--- src/rtl/fwd_scoreboard_if.sv ---
`default_nettype none
// ============================================================================
//  Module   : fwd_scoreboard_if
//  Brief    : ID-stage issue bundle and EX forwarding/stall results.
//  Revision : 1.0
// ============================================================================
interface fwd_scoreboard_if #(
    parameter int REG_W   = 5,
    parameter int NUM_SRC = 2,
    parameter int DEPTH   = 2,
    parameter int SEL_W   = $clog2(DEPTH + 1)
);
    logic                       advance;
    logic                       issue_valid;
    logic [REG_W-1:0]           issue_rd;
    logic                       issue_regwrite;
    logic                       issue_memread;
    logic [NUM_SRC*REG_W-1:0]   id_src;
    logic                       flush;
    logic [NUM_SRC*SEL_W-1:0]   fwd_sel;
    logic                       load_use_stall;

    modport master (
        output advance, issue_valid, issue_rd, issue_regwrite, issue_memread,
               id_src, flush,
        input  fwd_sel, load_use_stall
    );

    modport slave (
        input  advance, issue_valid, issue_rd, issue_regwrite, issue_memread,
               id_src, flush,
        output fwd_sel, load_use_stall
    );
endinterface
`default_nettype wire

--- src/rtl/fwd_scoreboard.sv ---
`default_nettype none
// ============================================================================
//  Module   : fwd_scoreboard
//  Brief    : Shadow of EX + DEPTH later stages; per-source forwarding selects
//             for EX and a load-use stall request for ID.
//  Revision : 1.0
// ============================================================================
module fwd_scoreboard #(
    parameter int REG_W    = 5,
    parameter int NUM_SRC  = 2,
    parameter int DEPTH    = 2,
    parameter int ZERO_REG = 31,
    parameter int SEL_W    = $clog2(DEPTH + 1)
) (
    input  logic               clk,
    input  logic               reset,
    fwd_scoreboard_if.slave    bus
);
    localparam logic [REG_W-1:0] c_zero_reg = REG_W'(ZERO_REG);

    // Entry 0 is EX; entry k is k stages past EX.
    logic [DEPTH:0]                  r_v;
    logic [DEPTH:0]                  r_rw;
    logic [DEPTH:0]                  r_mr;
    logic [DEPTH:0][REG_W-1:0]       r_rd;
    logic [NUM_SRC-1:0][REG_W-1:0]   r_ex_src;

    logic w_issue_ok;
    logic w_src_hit;
    logic w_stall;

    assign w_issue_ok = bus.issue_valid & ~bus.flush & ~w_stall;

    always_ff @(posedge clk) begin
        if (reset) begin
            r_v      <= '0;
            r_rw     <= '0;
            r_mr     <= '0;
            r_rd     <= '0;
            r_ex_src <= '0;
        end else if (bus.advance) begin
            for (int k = DEPTH; k >= 1; k--) begin
                r_v[k]  <= r_v[k-1];
                r_rw[k] <= r_rw[k-1];
                r_mr[k] <= r_mr[k-1];
                r_rd[k] <= r_rd[k-1];
            end
            r_v[0]   <= w_issue_ok;
            r_rd[0]  <= bus.issue_rd;
            r_rw[0]  <= w_issue_ok & bus.issue_regwrite;
            r_mr[0]  <= w_issue_ok & bus.issue_memread;
            r_ex_src <= bus.id_src;
        end
    end

    always_comb begin
        w_src_hit = 1'b0;
        for (int s = 0; s < NUM_SRC; s++) begin
            if (bus.id_src[s*REG_W +: REG_W] == r_rd[0]) begin
                w_src_hit = 1'b1;
            end
        end
    end

    assign w_stall = bus.issue_valid & r_v[0] & r_mr[0] & r_rw[0]
                   & (r_rd[0] != c_zero_reg) & w_src_hit;
    assign bus.load_use_stall = w_stall;

    generate
        for (genvar s = 0; s < NUM_SRC; s++) begin : g_src
            logic [SEL_W-1:0] w_sel;

            // Scan oldest to youngest so the nearest matching producer wins.
            always_comb begin
                w_sel = '0;
                if (r_v[0]) begin
                    for (int k = DEPTH; k >= 1; k--) begin
                        if (r_v[k] && r_rw[k] && (r_rd[k] == r_ex_src[s])
                            && (r_rd[k] != c_zero_reg)) begin
                            w_sel = SEL_W'(k);
                        end
                    end
                end
            end

            assign bus.fwd_sel[s*SEL_W +: SEL_W] = w_sel;
        end
    endgenerate
endmodule
`default_nettype wire

--- src/flat_wrapper.sv ---
// flat-port wrapper written by rule: the top's interface ports become plain ports
module fwd_scoreboard_flat 
#(
    parameter int REG_W    = 5,
    parameter int NUM_SRC  = 2,
    parameter int DEPTH    = 2,
    parameter int ZERO_REG = 31,
    parameter int SEL_W    = $clog2(DEPTH + 1)
)
  (clk, reset, bus_advance, bus_issue_valid, bus_issue_rd, bus_issue_regwrite, bus_issue_memread, bus_id_src, bus_flush, bus_fwd_sel, bus_load_use_stall);
  fwd_scoreboard_if #(.REG_W(REG_W), .NUM_SRC(NUM_SRC), .DEPTH(DEPTH), .SEL_W(SEL_W)) bus_i ();
  input  logic clk;
  input  logic reset;
  input wire logic [$bits(bus_i.advance)-1:0] bus_advance;
  input wire logic [$bits(bus_i.issue_valid)-1:0] bus_issue_valid;
  input wire logic [$bits(bus_i.issue_rd)-1:0] bus_issue_rd;
  input wire logic [$bits(bus_i.issue_regwrite)-1:0] bus_issue_regwrite;
  input wire logic [$bits(bus_i.issue_memread)-1:0] bus_issue_memread;
  input wire logic [$bits(bus_i.id_src)-1:0] bus_id_src;
  input wire logic [$bits(bus_i.flush)-1:0] bus_flush;
  output wire logic [$bits(bus_i.fwd_sel)-1:0] bus_fwd_sel;
  output wire logic [$bits(bus_i.load_use_stall)-1:0] bus_load_use_stall;
  assign bus_i.advance = bus_advance;
  assign bus_i.issue_valid = bus_issue_valid;
  assign bus_i.issue_rd = bus_issue_rd;
  assign bus_i.issue_regwrite = bus_issue_regwrite;
  assign bus_i.issue_memread = bus_issue_memread;
  assign bus_i.id_src = bus_id_src;
  assign bus_i.flush = bus_flush;
  assign bus_fwd_sel = bus_i.fwd_sel;
  assign bus_load_use_stall = bus_i.load_use_stall;
  fwd_scoreboard #(.REG_W(REG_W), .NUM_SRC(NUM_SRC), .DEPTH(DEPTH), .ZERO_REG(ZERO_REG), .SEL_W(SEL_W)) u_core (.clk(clk), .reset(reset), .bus(bus_i));
endmodule
--- config.mk ---
export PLATFORM = sky130hd
export DESIGN_NAME = fwd_scoreboard_flat
export DESIGN_NICKNAME = d
export VERILOG_FILES = /design/src/rtl/fwd_scoreboard_if.sv /design/src/rtl/fwd_scoreboard.sv /design/src/flat_wrapper.sv
export SDC_FILE = /design/constraint.sdc
export NUM_CORES = 1
export LEC_CHECK = 0
export BUFFER_PORTS_ARGS = -buffer_cell sky130_fd_sc_hd__buf_2
export CAP_MARGIN = 20
export CORE_MARGIN = 2
export CORE_UTILIZATION = 44
export DETAILED_ROUTE_END_ITERATION = 8
export GPL_ROUTABILITY_DRIVEN = 0
export PLACE_DENSITY = 0.65
export SYNTH_ARGS = -nofsm -noshare
export SYNTH_HDL_FRONTEND = slang
export SYNTH_SLANG_ARGS = --single-unit
--- constraint.sdc ---
create_clock -name clk -period 1.7 [get_ports clk]
set_input_delay 0.085 -clock clk [delete_from_list [all_inputs] [get_ports clk]]
set_output_delay 0.085 -clock clk [all_outputs]
set_load 0.1 [all_outputs]
==> impl_metrics.py <==
metrics = {
    "run_status": {
        "status": "complete, but fails checks",
        "violations": "negative setup slack",
    },
    "detailed_routing": {
        "drc_errors": 0,
        "viasPerCell": 5.11,
        "antenna_left": 0,
        "first_iter_violations": 41,
        "drt_wl_total_um": 3870,
        "vias": 1324,
        "wl_per_cell_um": 14.9,
        "dr.pass1.iters": 4,
    },
    "sta": {
        "period_minus_slack_ns": 2.06,
        "timing.final.max_slew_violations": 0,
        "post-route-period-util_pct": 121,
        "fin_ws_ns": -0.356,
        "setup_viol": 4,
        "maxSlewHeadroom_pct": 60.2,
        "hold_viol_final": 0,
        "rsz0062_at_grt": "yes",
        "worst_pin_slew_ns": 0.597,
        "clock_skew_ns": 0.00987,
        "fmax_mhz": 486,
    },
    "synthesis": {
        "yosysWarningCount": 0,
        "synth_area_um2": 1550,
        "synth_seq_cells": 32,
        "yosysUniqueCellTypes": 23,
        "synth_nets": 186,
        "netlist_instances": 164,
        "post_synth.cell_area_avg_um2": 9.46,
        "seq_area_frac_synth_pct": 41.3,
    },
    "die": {
        "die-area_um2": 4020,
        "fp.dieH_um": 63.4,
        "core_um2": 3360,
        "num_rows": 21,
        "ios": 27,
        "die_w_um": 63.4,
        "initial_core_util_pct": 46.1,
    },
    "global_routing": {
        "antenna_found_initial": 0,
        "grt_usage_pct": 20.8,
        "grt_pass1_vias": 1327,
        "grt_first_pass_wirelength_um": 6260,
        "grt-ovfl-total": 0,
        "grt_start_max_net_pins": 34,
    },
    "placed_design": {
        "port_buffers": 26,
        "dp.cells": 241,
        "hpwlAfterDp_um": 2760,
        "pre_cts_ws_ns": -0.0236,
    },
    "critical_path": {
        "rrSetupSlack_ns": 0.46,
        "cp-start-kind": "flop",
        "critPathArrivalTime_ns": 1.97,
        "r2r_end": "u_core.r_v[0]",
        "r2r_cells": 5,
        "r2r-start": "u_core.r_rd[3]",
        "path_class": "reg -> out",
        "crit_path_end_kind": "output port",
        "crit_fanout": 3,
        "worstPathRequired_ns": 1.62,
    },
    "finish": {
        "fin_nets": 235,
        "final_layout_size_suffix_gt1_share_pct": 40.4,
        "nFillCells": 300,
        "antenna_cells": 0,
        "synthToLayoutAreaGrowth_pct": 41.2,
        "multi_input_area_um2": 1020,
        "stdcell_count": 259,
        "seq_area_um2": 667,
    },
    "clock_tree": {
        "cts_tree": "done",
        "clkSlewWorstSetupHoldPaths_ns": 0.10,
        "cts_buffers": 5,
        "cts_buffer_depth": 2,
        "clock_latency_ns": 0.35,
        "cts-root-buf": "clkbuf_4",
        "cts_sinks": 32,
        "htree_levels": 2,
    },
    "pwr": {
        "peakVddDrop_mv": 0.441,
        "clkPwrFrac_pct": 28.5,
        "combPwrFrac_pct": 16.0,
        "internal_power_mw": 1.05,
        "p_seq_share_pct": 55.5,
        "p_switching_mw": 0.433,
        "p_sw_share_pct": 29.2,
        "p_leak_nw": 1.01,
        "powerDensity_nw_per_um2": 677,
    },
    "min_path": {
        "min_path_type": "in -> reg",
        "hold-path-cell-count": 3,
        "min-delay-start": "bus_issue_memread",
        "holdPathEnd": "u_core.r_mr[0]",
    },
    "run": {
        "cap_viol_max_count": 0,
    },
}
==> cell usage in the layout (no fill, tap or decap), drive strengths merged <==
cell type    Yosys  final
a21oi            1      1
and2             2      2
nand4            2      2
nand2b           1      1
xnor2            6      6
o211ai           1      1
nor2            34     34
nor3             2      2
and3             2      2
clkinvlp         0      1
buf              3     42
nand2            4      4
mux2i           29     29
dlygate4sd3      0      7
nand3b           2      2
a31o             1      1
clkinv           0      1
dfxtp           32     32
xor2            24     24
nor4             4      4
clkbuf           4      5
or4              2      2
nand3            4      4
a22oi            1      1
o21ai            3      3
==> final cells by class <==
type / instances / share of cell area (%)
Tap cell: 46 / 2.63
Clock inverter: 2 / 0.571
Clock buffer: 5 / 1.71
Multi-Input combinational cell: 125 / 46.6
Timing Repair Buffer: 49 / 18.0
Sequential cell: 32 / 30.4
==> metrics by stage <==
stage          TNS [ns]  hold slack, ns  cell area (um2)  utilization [%]  total power, mW
2_1_floorplan     -1.04           0.232             1590                -            0.956
3_3_place_gp          0           0.318             1910             56.8             1.02
3_5_place_dp    -0.0388           0.328             1910             56.8             1.03
4_1_cts           -1.01         0.00133             2070             61.5             1.46
5_1_grt           -1.37        -0.00438             2190             65.1             1.55
6_report          -1.02         0.00951             2190             65.1             1.48
==> synth_stat cells, drive strengths merged <==
cell type / number / share of area (%)
o21ai: 3 / 0.97
nor2: 34 / 8.2
nor3: 2 / 0.65
dfxtp: 32 / 41
a21oi: 1 / 0.32
or4: 2 / 0.97
nand2b: 1 / 0.40
o211ai: 1 / 0.48
and3: 2 / 0.81
nor4: 4 / 2.4
and2: 2 / 0.81
a31o: 1 / 0.56
nand4: 2 / 0.81
xnor2: 6 / 3.4
clkbuf: 4 / 0.97
xor2: 24 / 14
nand3b: 2 / 0.97
buf: 3 / 0.97
nand3: 4 / 1.3
a22oi: 1 / 0.48
mux2i: 29 / 19
nand2: 4 / 0.97
==> per-layer routing <==
layer  track usage [%]  part of all wire (%)
met5                 0                     0
met4              10.9                   2.7
met3              4.82                   3.1
met2              35.7                    51
met1              24.0                    43
==> worst max-delay path, cell delays in order (launching register included) <==
cell and delay (ns):
dfxtp_2 0.35, and3_4 0.17, nand3_2 0.06, nand4_1 0.11, or4_4 0.45, nor4_4 0.28
buf_12 0.21
==> power groups by stage <==
stage | Clock, mW | Combinational [mW] | Sequential, mW
floorplan | 0 | 0.130 | 0.827
global placement | 0 | 0.188 | 0.835
detailed placement | 0 | 0.193 | 0.837
CTS | 0.429 | 0.210 | 0.821
global route | 0.461 | 0.260 | 0.827
finish | 0.423 | 0.238 | 0.822
==> sequential cells by signal, indices dropped and copies added (netlist names) <==
signal           flops
u_core.r_ex_src     10
u_core.r_rw          3
u_core.r_v           3
u_core.r_mr          1
u_core.r_rd         15
==> repair_timing <==
| action | 4_1_cts | 5_1_grt |
|---|---|---|
| hold buffers | 7 | 0 |
| gates resized for setup | 17 | 19 |
| buffers inserted | 0 | 4 |
| endpoints found under the setup margin | 5 | 5 |
| pin swaps | 3 | 10 |
| hold endpoints to repair | 7 | 0 |
==> logic make-up (layout without fill, tap and decap cells) <==
| group | after synthesis | count (layout) | share of synthesized area [%] |
|---|---|---|---|
| compound gates | 7 | 7 | 2.82 |
| xor+xnor | 30 | 30 | 16.9 |
| buf+inv | 7 | 56 | 1.93 |
| flops | 32 | 32 | 41.3 |
| mux | 29 | 29 | 18.7 |
| simple gates | 59 | 59 | 18.3 |
==> how the worst max path moves through the flow <==
stage | startpoint | to
finish | u_core.r_rd[14] | bus_fwd_sel[1]
CTS | u_core.r_rd[14] | bus_fwd_sel[1]
detailed placement | u_core.r_rd[6] | bus_fwd_sel[3]
floorplan | u_core.r_rd[14] | bus_fwd_sel[1]
global route | u_core.r_rd[14] | bus_fwd_sel[1]
global placement | u_core.r_rd[14] | bus_fwd_sel[1]
No activity file was read; power rests on OpenSTA's default activity.
